## src/rtl/sdram_dq_bank.sv

```systemverilog
// SDRAM DQ pad bank: registered pad drive, DDR/single-rate capture FIFO and a W+1 bscan chain.
// Define SDRAM_DQ_BSCAN_EN to build the boundary-scan chain; otherwise bscan_so is a pass-through.
module sdram_dq_bank #(
    parameter int unsigned W     = 32,
    parameter int unsigned DEPTH = 4,
    parameter int unsigned LW    = $clog2(DEPTH) + 1
) (
    input  logic              clk,
    input  logic              rst_n,
    input  logic [W-1:0]      pin_out,
    input  logic              pin_outen,
    input  logic              sdrmode,
    input  logic              hw_enb,
    input  logic              in_valid,
    input  logic [2*W-1:0]    in_data,
    input  logic              rd_en,
    output logic [2*W-1:0]    rd_data,
    output logic              rd_valid,
    output logic              fifo_full,
    output logic              fifo_empty,
    output logic [LW-1:0]     fifo_level,
    output logic              overflow,
    input  logic              clr_ovf,
    output logic [W-1:0]      pad_out,
    output logic [W-1:0]      pad_oe,
    input  logic              bscan_si,
    output logic              bscan_so,
    input  logic              bscan_clken,
    input  logic              bscan_capture,
    input  logic              bscan_shift,
    input  logic              bscan_update,
    input  logic              bscan_mode
);

    localparam int unsigned AW = $clog2(DEPTH);
    localparam int unsigned HW = W / 2;

    logic [2*W-1:0] mem_q [DEPTH];
    logic [AW-1:0]  wr_ptr_q, rd_ptr_q;
    logic [LW-1:0]  level_q, level_d;
    logic [2*W-1:0] rd_data_q;
    logic           rd_valid_q;
    logic           ovf_q, ovf_d;
    logic [W-1:0]   hold_q, hold_d;
    logic           toggle_q, toggle_d;
    logic           sdrmode_q;
    logic [W-1:0]   pad_out_q, pad_out_d;
    logic           pad_oe_q, pad_oe_d;

    logic [W-1:0]   rise_m, fall_m;
    logic           mode_chg, toggle_eff;
    logic           wr_due, wr_ok, pop;
    logic [2*W-1:0] wr_entry;

    always_comb begin
        rise_m = in_data[W-1:0];
        fall_m = in_data[2*W-1:W];
        if (!hw_enb) begin
            rise_m[W-1:HW] = '0;
            fall_m[W-1:HW] = '0;
        end
    end

    assign fifo_full  = (level_q == LW'(DEPTH));
    assign fifo_empty = (level_q == '0);
    assign pop        = rd_en & ~fifo_empty;

    // A mode switch discards any half-built single-rate pair, including on this very cycle.
    assign mode_chg   = (sdrmode != sdrmode_q);
    assign toggle_eff = toggle_q & ~mode_chg;

    always_comb begin
        wr_due   = 1'b0;
        wr_entry = '0;
        toggle_d = toggle_eff;
        hold_d   = mode_chg ? '0 : hold_q;
        if (in_valid) begin
            if (!sdrmode) begin
                wr_due   = 1'b1;
                wr_entry = {fall_m, rise_m};
            end else if (!toggle_eff) begin
                hold_d   = rise_m;
                toggle_d = 1'b1;
            end else begin
                wr_due   = 1'b1;
                wr_entry = {rise_m, hold_q};
                toggle_d = 1'b0;
            end
        end
    end

    // When full, a same-cycle pop frees the slot being written.
    assign wr_ok = wr_due & (~fifo_full | rd_en);

    always_comb begin
        ovf_d = ovf_q;
        if (wr_due && !wr_ok) begin
            ovf_d = 1'b1;
        end else if (clr_ovf) begin
            ovf_d = 1'b0;
        end
    end

    always_comb begin
        level_d = level_q;
        unique case ({wr_ok, pop})
            2'b10:   level_d = level_q + 1'b1;
            2'b01:   level_d = level_q - 1'b1;
            default: level_d = level_q;
        endcase
    end

    always_ff @(posedge clk or negedge rst_n) begin
        if (!rst_n) begin
            for (int i = 0; i < int'(DEPTH); i++) begin
                mem_q[i] <= '0;
            end
            wr_ptr_q   <= '0;
            rd_ptr_q   <= '0;
            level_q    <= '0;
            rd_data_q  <= '0;
            rd_valid_q <= 1'b0;
            ovf_q      <= 1'b0;
            hold_q     <= '0;
            toggle_q   <= 1'b0;
            sdrmode_q  <= 1'b0;
            pad_out_q  <= '0;
            pad_oe_q   <= 1'b0;
        end else begin
            if (wr_ok) begin
                mem_q[wr_ptr_q] <= wr_entry;
                wr_ptr_q        <= wr_ptr_q + 1'b1;
            end
            if (pop) begin
                rd_data_q <= mem_q[rd_ptr_q];
                rd_ptr_q  <= rd_ptr_q + 1'b1;
            end
            rd_valid_q <= pop;
            level_q    <= level_d;
            ovf_q      <= ovf_d;
            hold_q     <= hold_d;
            toggle_q   <= toggle_d;
            sdrmode_q  <= sdrmode;
            pad_out_q  <= pad_out_d;
            pad_oe_q   <= pad_oe_d;
        end
    end

`ifdef SDRAM_DQ_BSCAN_EN
    logic [W:0] sr_q, upd_q;

    always_ff @(posedge clk or negedge rst_n) begin
        if (!rst_n) begin
            sr_q  <= '0;
            upd_q <= '0;
        end else if (bscan_clken) begin
            if (bscan_capture) begin
                sr_q <= {pin_outen, in_data[W-1:0]};
            end else if (bscan_shift) begin
                sr_q <= {sr_q[W-1:0], bscan_si};
            end
            if (bscan_update) begin
                upd_q <= sr_q;
            end
        end
    end

    assign bscan_so = sr_q[W];

    always_comb begin
        pad_out_d = pin_out;
        pad_oe_d  = pin_outen;
        if (bscan_mode) begin
            pad_out_d = upd_q[W-1:0];
            pad_oe_d  = upd_q[W];
        end
    end
`else
    logic unused_bscan;
    assign unused_bscan = ^{bscan_clken, bscan_capture, bscan_shift, bscan_update, bscan_mode};
    assign bscan_so     = bscan_si;

    always_comb begin
        pad_out_d = pin_out;
        pad_oe_d  = pin_outen;
    end
`endif

    assign rd_data    = rd_data_q;
    assign rd_valid   = rd_valid_q;
    assign fifo_level = level_q;
    assign overflow   = ovf_q;
    assign pad_out    = pad_out_q;
    assign pad_oe     = {W{pad_oe_q}};

endmodule

```

## config.mk

```make
export PLATFORM = sky130hd
export DESIGN_NAME = sdram_dq_bank
export DESIGN_NICKNAME = d
export VERILOG_FILES = /design/src/rtl/sdram_dq_bank.sv
export SDC_FILE = /design/constraint.sdc
export NUM_CORES = 1
export LEC_CHECK = 0
export ABC_CLOCK_PERIOD_IN_PS = 4100
export BUFFER_PORTS_ARGS = -buffer_cell sky130_fd_sc_hd__buf_4
export CAP_MARGIN = 10
export CORE_MARGIN = 3
export CORE_UTILIZATION = 25
export DETAILED_ROUTE_END_ITERATION = 16
export MAX_ROUTING_LAYER = met4
export PLACE_DENSITY_LB_ADDON = 0.2
export RECOVER_POWER = 100
export SKIP_LAST_GASP = 1
export SLEW_MARGIN = 20
export SYNTH_ARGS = -nofsm -noshare
export SYNTH_HDL_FRONTEND = slang
export SYNTH_SLANG_ARGS = --single-unit
```

## constraint.sdc

```tcl
create_clock -name clk -period 4.1 [get_ports clk]
set_clock_uncertainty 0.2 [all_clocks]
set_input_delay 0.82 -clock clk [delete_from_list [all_inputs] [get_ports clk]]
set_output_delay 0.82 -clock clk [all_outputs]
set_load 0.02 [all_outputs]
```

## Yosys cells after proc, flatten, opt, wreduce, memory -nomap -nowiden

Index checks and enable logic that the tools add are counted.

| operators by class | value |
|---|---|
| $add $sub $neg | 4 |
| $lt $le $gt $ge | 3 |
| equality and inequality tests | 4 |
| multiplexer cells | 24 |
| bitwise logic cells | 9 |
| reductions and logical operators | 6 |

Operator list:

| kind | number |
|---|---|
| $mux 64 | 6 |
| $bwmux 256 | 1 |
| $bmux 64 s2 | 1 |
| $demux 64 s2 | 1 |
| $mux 32 | 4 |
| $mux 16 | 2 |
| $mux 1 | 8 |
| $ge 3x3->1 const B | 2 |
| $not 2->3 | 2 |
| $pmux 3 s2 | 1 |
| $add 2x1->2 const B | 2 |
| $reduce_bool 2->1 | 2 |
| $add 3x1->3 const B | 1 |
| $and 1x1->1 | 3 |
| $eq 3x3->1 const B | 1 |
| $logic_not 3->1 | 1 |
| $lt 3x1->1 const B | 1 |
| $not 1->1 | 3 |
| $sub 3x1->3 const B | 1 |
| $eq 2x1->1 const B | 1 |
| $eq 2x2->1 const B | 1 |
| $logic_and 1x1->1 | 2 |
| $logic_not 1->1 | 1 |
| $ne 1x1->1 | 1 |
| $or 1x1->1 | 1 |

| word-level totals | value |
|---|---|
| flip-flop bits (word level) | 396 |
| logic and storage cells | 65 |

## Depth between registers and ports, before layout

Gate-level depths: netlist of run 1.

| depth | value |
|---|---|
| word-level depth | 10 |
| gate-level depth with buffers | 15 |

## Worst setup path before layout of run 1

No wires, ideal clock.

| path | value |
|---|---|
| path kind | in2reg |
| start | input port sdrmode |
| end | register level_q[2] (netlist: fifo_level[2]) |
| setup time | 134 ps |
| arrival time | 3195 ps |
| data required time | 3766 ps |
| path slack | 571 ps |
| cell stages on the path | 15 |
| path buffers | 3 |
| cells stage by stage | buf_2 -> clkbuf_1 -> clkbuf_1 -> xnor2_1 -> nand2_1 -> ha_1 -> nor2b_1 -> and2_1 -> inv_1 -> ha_1 -> inv_1 -> fa_1 -> xor2_1 -> nor2_1 -> xor2_1 |

| between the ends | value |
|---|---|
| cells in the longest elaborated chain, start to end | 9 |
| elaborated cells between the ends (all ways) | 11 |

RTL lines:

| item | RTL line | RTL |
|---|---|---|
| from (decl) | 12 | `input logic sdrmode,` |
| $ne 1x1->1 | 69 | `assign mode_chg = (sdrmode != sdrmode_q);` |
| $not 1->1 | 70 | `assign toggle_eff = toggle_q & ~mode_chg;` |
| $and 1x1->1 | 70 |  |
| $mux 1 | 81 | `end else if (!toggle_eff) begin` |
| $mux 1 * | 78 | `if (!sdrmode) begin` |
| $mux 1 * | 77 | `if (in_valid) begin` |
| $and 1x1->1 * | 93 | `assign wr_ok = wr_due & (~fifo_full \| rd_en);` |
| $eq 2x1->1 or $eq 2x2->1 (tied branches) | 106 | `unique case ({wr_ok, pop})` |
| $pmux 3 s2 or $reduce_bool 2->1 (tied branches) | n/a |  |
| to (signal assigned) | 139 | `level_q <= level_d;` |
| to (decl) | 40 | `logic [LW-1:0] level_q, level_d;` |

Every way passes the cells marked *; elsewhere a longest branch is shown, timed or not.
A chain may end at the register's enable or synchronous reset.

## Final worst setup path of run 1

| path | value |
|---|---|
| start | input port sdrmode |
| end | register mem_q[40] (netlist name) |

| between the ends | value |
|---|---|
| cells in the longest elaborated chain, start to end | 7 |
| elaborated cells between the ends (all ways) | 11 |

RTL lines:

| item | RTL line | RTL |
|---|---|---|
| $ne 1x1->1 | 69 |  |
| $not 1->1 | 70 |  |
| $and 1x1->1 | 70 |  |
| $mux 64 or $mux 1 (tied branches) | 81 |  |
| $mux 64 or $mux 1 (tied branches) | 78 |  |
| $mux 64 or $mux 1 (tied branches) | 77 |  |
| $bwmux 256 or $and 1x1->1 (tied branches) | 131, 93 |  |
| to (signal, indexed assignment) | 131 | `mem_q[wr_ptr_q] <= wr_entry;` |
| to (decl) | 38 | `logic [2*W-1:0] mem_q [DEPTH];` |

Parallel ways exist; a longest one is shown, timed or not.

==> results.cfg, run 1 <==
[setup_path]
startpoint_type = primary input
crit_path_end = mem_q[40]$_DFFE_PN0P_
critical_path_required_ps = 4420
crit_type = primary input to register
crit_chain = clkbuf_1 -> buf_4 -> clkbuf_2 -> nand2_1 -> o22ai_1 -> mux2_1
arrival_ps = 3440
r2r_start = toggle_q$_DFF_PN0_
r2r-end = mem_q[255]$_DFFE_PN0P_
startpoint = sdrmode
cp_slowest_stage_delay_ps = 980
reg2reg_slack_ps = 1000
critPathBufInv = 3
cp_max_fo = 64
endpoint_kind = register
crit_family = buffers and inverters
ff2ff_path_depth = 7
critPathSlowestCell = clkbuf_2
path_depth = 6

[routing]
drt_iter0_markers = 582
vias = 10900
wl_um = 49700
viasPerCell = 4.48
ant_nets = 0
routedWlPerCell_um = 20.3
drc = 0
dr.pass1.iters = 5

[yosys]
syn_nets = 1391
avgSynthCellArea_um2 = 14.2
synth_top_area_share_pct = 54.9
synth_cells = 1274
async_flop_share_pct = 100
ys_types = 37
synth_edf_count = 0
synth_seq_cells = 396
yosys_warnings = 0
synthFlopType = dfrtp_1
syn_area_um2 = 18100
synthTopCellsByArea = dfrtp_1, mux2_4, mux4_2, nand2_1, mux2_1
synth_top_area_cell = dfrtp_1
ys_seq_area_share_pct = 54.9

[pwr]
power_density_nw_per_um2 = 693
p_leak_nw = 9.75
ir_drop_v = 0.000312
power_mw = 14.5

[cts]
clk_latency_ps = 580
cts_resized = 0
hold_buffers = 0
clockRootBuffer = clkbuf_16
cts_tree = done
clkSlewWorstSetupHoldPaths_ps = 60
cts_buffers = 48
post_cts_buffers = 0
cts.sinks = 396
h-tree-depth = 2
clk_path_buf_depth = 3

[run_status]
violations = capacitance limit, slew limit
status = finished with violations

[global_route]
antenna_found_initial = 2
grt_max_degree = 87
grt_pass1_wl_um = 76400
grt-ovfl-total = 0
grt_pass1_vias = 11700
track_usage_pct = 13.7

[worst_hold_path]
hp-start = pin_out[23]
hold_class = primary input to register

[floorplanning]
ios = 246
rows = 97
core-area_um2 = 70800
initial_utilization_pct = 25.5
dieArea_um2 = 75500
die_h_um = 275
die_x_um = 275

[sta]
fin_crit_ps = 3120
worst_pin_slew_ps = 2080
period_share_pct = 76.2
drv_slew = 169
setup_viol = 0
setup_tns_ps = 0
slew_headroom_pct = -38.7
hold_ws_ps = 161
timing.fmax_mhz = 320
rsz0062_at_grt = no
finalHoldViolCount = 0

[cells_and_area]
layout.nets = 1586
syn2layout_area_growth_pct = 15.6
drive_gt1_share_pct = 20.0

[placement]
hpwl_um = 32000
port_buffers = 238
place_congestion = 0.768

[job]
maxCapViolCount = 3
[where the power goes]
group,switching (mW),leakage (nW),internal (mW)
registers,0.829,5.17,5.27
clock network,1.71,0.757,2.49
logic,2.19,3.81,1.97
[registers in the layout, indices dropped and copies added, names as in the netlist]
name and cells:
mem_q 256, wr_ptr_q 2, rd_valid 1, hold_q 32, toggle_q 1, pad_oe_q 1
rd_data 64, rd_ptr_q 2, fifo_level 3, pad_out 32, sdrmode_q 1, overflow 1
[logic make-up after synthesis]
kind of cell	count (synthesis)	synth area share, %
XOR/XNOR	7	0.340
AND/OR/NAND/NOR	262	5.86
multiplexers	321	28.3
adder cells (fa/ha/maj)	7	0.527
AO/OA/AOI/OAI	117	4.83
buffers and inverters	164	5.30
flip-flops	396	54.9
[cell usage after synthesis, types with 2 or more instances]
master      n
nor2b_1     2
nand3_1    18
buf_6      28
xnor2_1     5
buf_1       7
a211oi_1   16
buf_2       6
inv_1      40
and3_1      6
mux2_4    204
buf_4      33
o21ai_0     2
clkbuf_1   49
ha_1        6
a22o_1     32
and4_1      2
a32o_1     16
o22ai_1    32
dfrtp_1   396
a21oi_1    16
mux4_2     64
nand2_1   228
xor2_1      2
mux2_1     36
mux2_2     16
[stage by stage]
| step | cell area [µm²] | setup WS (ps) | util [%] | instances |
|---|---|---|---|---|
| after floorplan | 18100 | 571 | - | 1274 |
| after global placement | 20700 | 744 | 29.2 | 2359 |
| after detailed placement | 20700 | 698 | 29.2 | 2359 |
| after CTS | 22200 | 1290 | 31.4 | 2442 |
| after global routing | 20900 | 617 | 29.5 | 2444 |
| final | 20900 | 978 | 29.5 | 2444 |
[how the worst min path moves through the flow]
stage / cells after the start / slack, ps / to
final: 1 / 160 / pad_out[23]$_DFF_PN0_
after global placement: 1 / 260 / mem_q[219]$_DFFE_PN0P_
after detailed placement: 2 / 260 / rd_data[39]$_DFFE_PN0P_
after CTS: 1 / 7 / pad_out[13]$_DFF_PN0_
after floorplan: 1 / 250 / mem_q[87]$_DFFE_PN0P_
after global routing: 1 / 120 / pad_out[10]$_DFF_PN0_
[per-layer routing]
| metal | vias up | part of all wire [%] | global-route usage, % |
|---|---|---|---|
| li1 | 4877 | - | - |
| met1 | 5683 | 46 | 18.6 |
| met2 | 322 | 46 | 21.1 |
| met3 | 67 | 5.8 | 2.43 |
| met4 | 0 | 2.0 | 3.39 |
| met5 | - | 0 | - |
[placed cells by master, fill, tap and decap left out, types with 2 or more instances in the layout]
master / count
o22ai_1: 32
mux2_4: 14
a21oi_1: 16
clkbuf_1: 153
o21ai_0: 2
nand3_1: 18
clkbuf_8: 10
inv_6: 3
xnor2_1: 5
clkinv_2: 7
clkbuf_16: 49
inv_1: 40
a211oi_1: 16
ha_1: 6
nand2_1: 228
clkinvlp_4: 2
nor2b_1: 2
buf_12: 10
clkbuf_4: 33
xor2_1: 2
mux4_2: 64
bufinv_16: 2
a22o_1: 32
mux2_1: 226
and3_1: 2
dfrtp_1: 394
buf_4: 75
and3_4: 4
mux2_2: 16
a32o_1: 16
clkbuf_2: 7
diode_2: 2
and4_1: 2
[worst register-to-register path, delay by kind of cell (launching register included)]
kind | cells | cell delay [ps]
muxes | 1 | 430
DFF | 1 | 330
adders and majority gates | 1 | 200
and+or+nand+nor | 3 | 910
buffers and inverters | 2 | 940
[final cells by class]
type	count	area (µm²)
Timing Repair Buffer	268	1580
Clock inverter	14	136
Inverter	41	154
Clock buffer	69	1400
Fill cell	7385	49900
Antenna cell	2	5.00
Tap cell	940	1180
Multi-Input combinational cell	714	6500
Sequential cell	396	9910
Power figures use the tool's default switching activity.
==> inputs of run 2 (changes only) <==
Settings changed: ABC_CLOCK_PERIOD_IN_PS 4100 to 3050.
Clock period 4.1 ns to 3.05 ns, I/O delays scaled along.
==> results.cfg, run 2 (same netlist as run 1, synthesis figures left out) <==
[global_route]
grt.busiest_layer = met2
grt_max_degree = 104
use_met3_pct = 2.94
grt-ovfl-total = 0
antenna_found_initial = 4
grtUsageMet2_pct = 21.6
grt_use_met1_pct = 19.1
track_usage_pct = 14.0
grt_pass1_wl_um = 78300
grt_pass1_vias = 12000

[run_status]
violations = capacitance limit, slew limit
status = finished with violations

[pwr]
ir_drop_v = 0.000540
p_leak_nw = 10.1
power_density_nw_per_um2 = 925

[placement]
hpwl_um = 33300
port_buffers = 238
place_congestion = 0.740
place_area_um2 = 21000

[setup_path]
cp_max_fo = 10
startpoint_type = register
arrival_ps = 2890
ff2ff_path_depth = 8
endpoint_kind = register
critical_path_required_ps = 3300
r2r_start = sdrmode_q$_DFF_PN0_
startpoint = sdrmode_q$_DFF_PN0_
crit_type = register to register

[cts]
clk_path_buf_depth = 3
cts_tree = done
cts_buffers = 50
clkSlewWorstSetupHoldPaths_ps = 60
h-tree-depth = 2
clockRootBuffer = clkbuf_16
cts.sinks = 396
clk_latency_ps = 580

[cells_and_area]
drive_gt1_share_pct = 21.4
syn2layout_area_growth_pct = 20.2
num-fill-cells = 7281
final_cell_area_um2 = 21700
most-common-layout-cells = dfrtp_1, nand2_1, mux2_1
layout.nets = 1654
final_common_cell = dfrtp_1
top_register = mem_q
largest_reg_flops = 256

[routing]
routedWlPerCell_um = 20.0
ant_nets = 0
drt_iter0_markers = 541
viasPerCell = 4.39
dr.pass1.iters = 5
vias = 11100
drc = 0
wl_um = 50300

[floorplanning]
ios = 246
core-area_um2 = 70800
rows = 97
die_x_um = 275
die_h_um = 275
initial_utilization_pct = 25.5
dieArea_um2 = 75500

[worst_hold_path]
worst_hold_path.num_cells = 2
hp-start = in_data[0]
hold_class = primary input to register

[sta]
timing.fmax_mhz = 380
setup_tns_ps = 0
slew_headroom_pct = -9.82
finalHoldViolCount = 0
drv_slew = 83
fin_crit_ps = 2630
worst_pin_slew_ps = 1650
rsz0062_at_grt = no
period_share_pct = 86.2
setup_viol = 0

[job]
maxCapViolCount = 2
## run 2: changes by cell type in the layout (fill, tap and decap cells not counted), sizes merged
cell	before	now
buf	85	114
bufinv	2	5
clkinv	8	9
clkbuf	252	260
dlygate4sd3	0	35
inv	43	41
## run 2: repair_timing
action                                 4_1_cts  5_1_grt
endpoints found under the hold margin       93        0
resized for setup                            0        0
setup endpoints to repair                    0        0
buffers inserted                             0        0
hold buffers                                35        0
## run 2: cell type report
class                           instances  area, µm²  area share, %
Clock inverter                         16        214          0.986
Inverter                               41        154          0.709
Clock buffer                           75       1460           6.71
Timing Repair Buffer                  334       2240           10.3
Tap cell                              940       1180           5.42
Antenna cell                            2       5.00         0.0231
Sequential cell                       396       9910           45.7
Multi-Input combinational cell        714       6530           30.1
## run 2: final timing paths
kind | slack, ps | endpoint
hold reg to reg | 270 | rd_data[39]$_DFFE_PN0P_
setup / recovery | 420 | mem_q[76]$_DFFE_PN0P_
min in group asynchronous | 400 | rd_data[8]$_DFFE_PN0P_
setup reg to reg | 420 | mem_q[76]$_DFFE_PN0P_
max in group asynchronous | 550 | mem_q[126]$_DFFE_PN0P_
hold / removal | 70 | hold_q[0]$_DFF_PN0_
## run 2: critical path, stage by stage, from the launching register on
cell and delay [ps]:
dfrtp_1 400, xnor2_1 210, nand2_1 80, ha_1 190, nor2b_1 150, clkbuf_1 210
and3_4 400, clkbuf_2 310, mux2_1 350
## run 2: stage by stage
step           cells  hold WS [ps]  util [%]  setup slack (ps)  total power, mW
2_1_floorplan   1274           114         -              7.64             13.0
3_3_place_gp    2390           262      29.7               211             15.5
3_5_place_dp    2390           266      29.7               183             15.6
4_1_cts         2516          27.3      32.5               450             21.9
5_1_grt         2518          46.3      30.7               192             21.4
6_report        2518          71.9      30.7               420             20.1
## run 2: power breakdown
part           leakage, nW  internal, mW  switching, mW
sequential            5.17          7.09           1.07
clock                0.818          3.71           2.32
combinational         4.14          2.83           3.05
## run 2: metal layers
layer | vias to the layer above | wire, µm
met3 | 52 | 3010
met5 | - | 0
li1 | 5007 | -
met1 | 5691 | 23200
met2 | 316 | 23400
met4 | 0 | 673
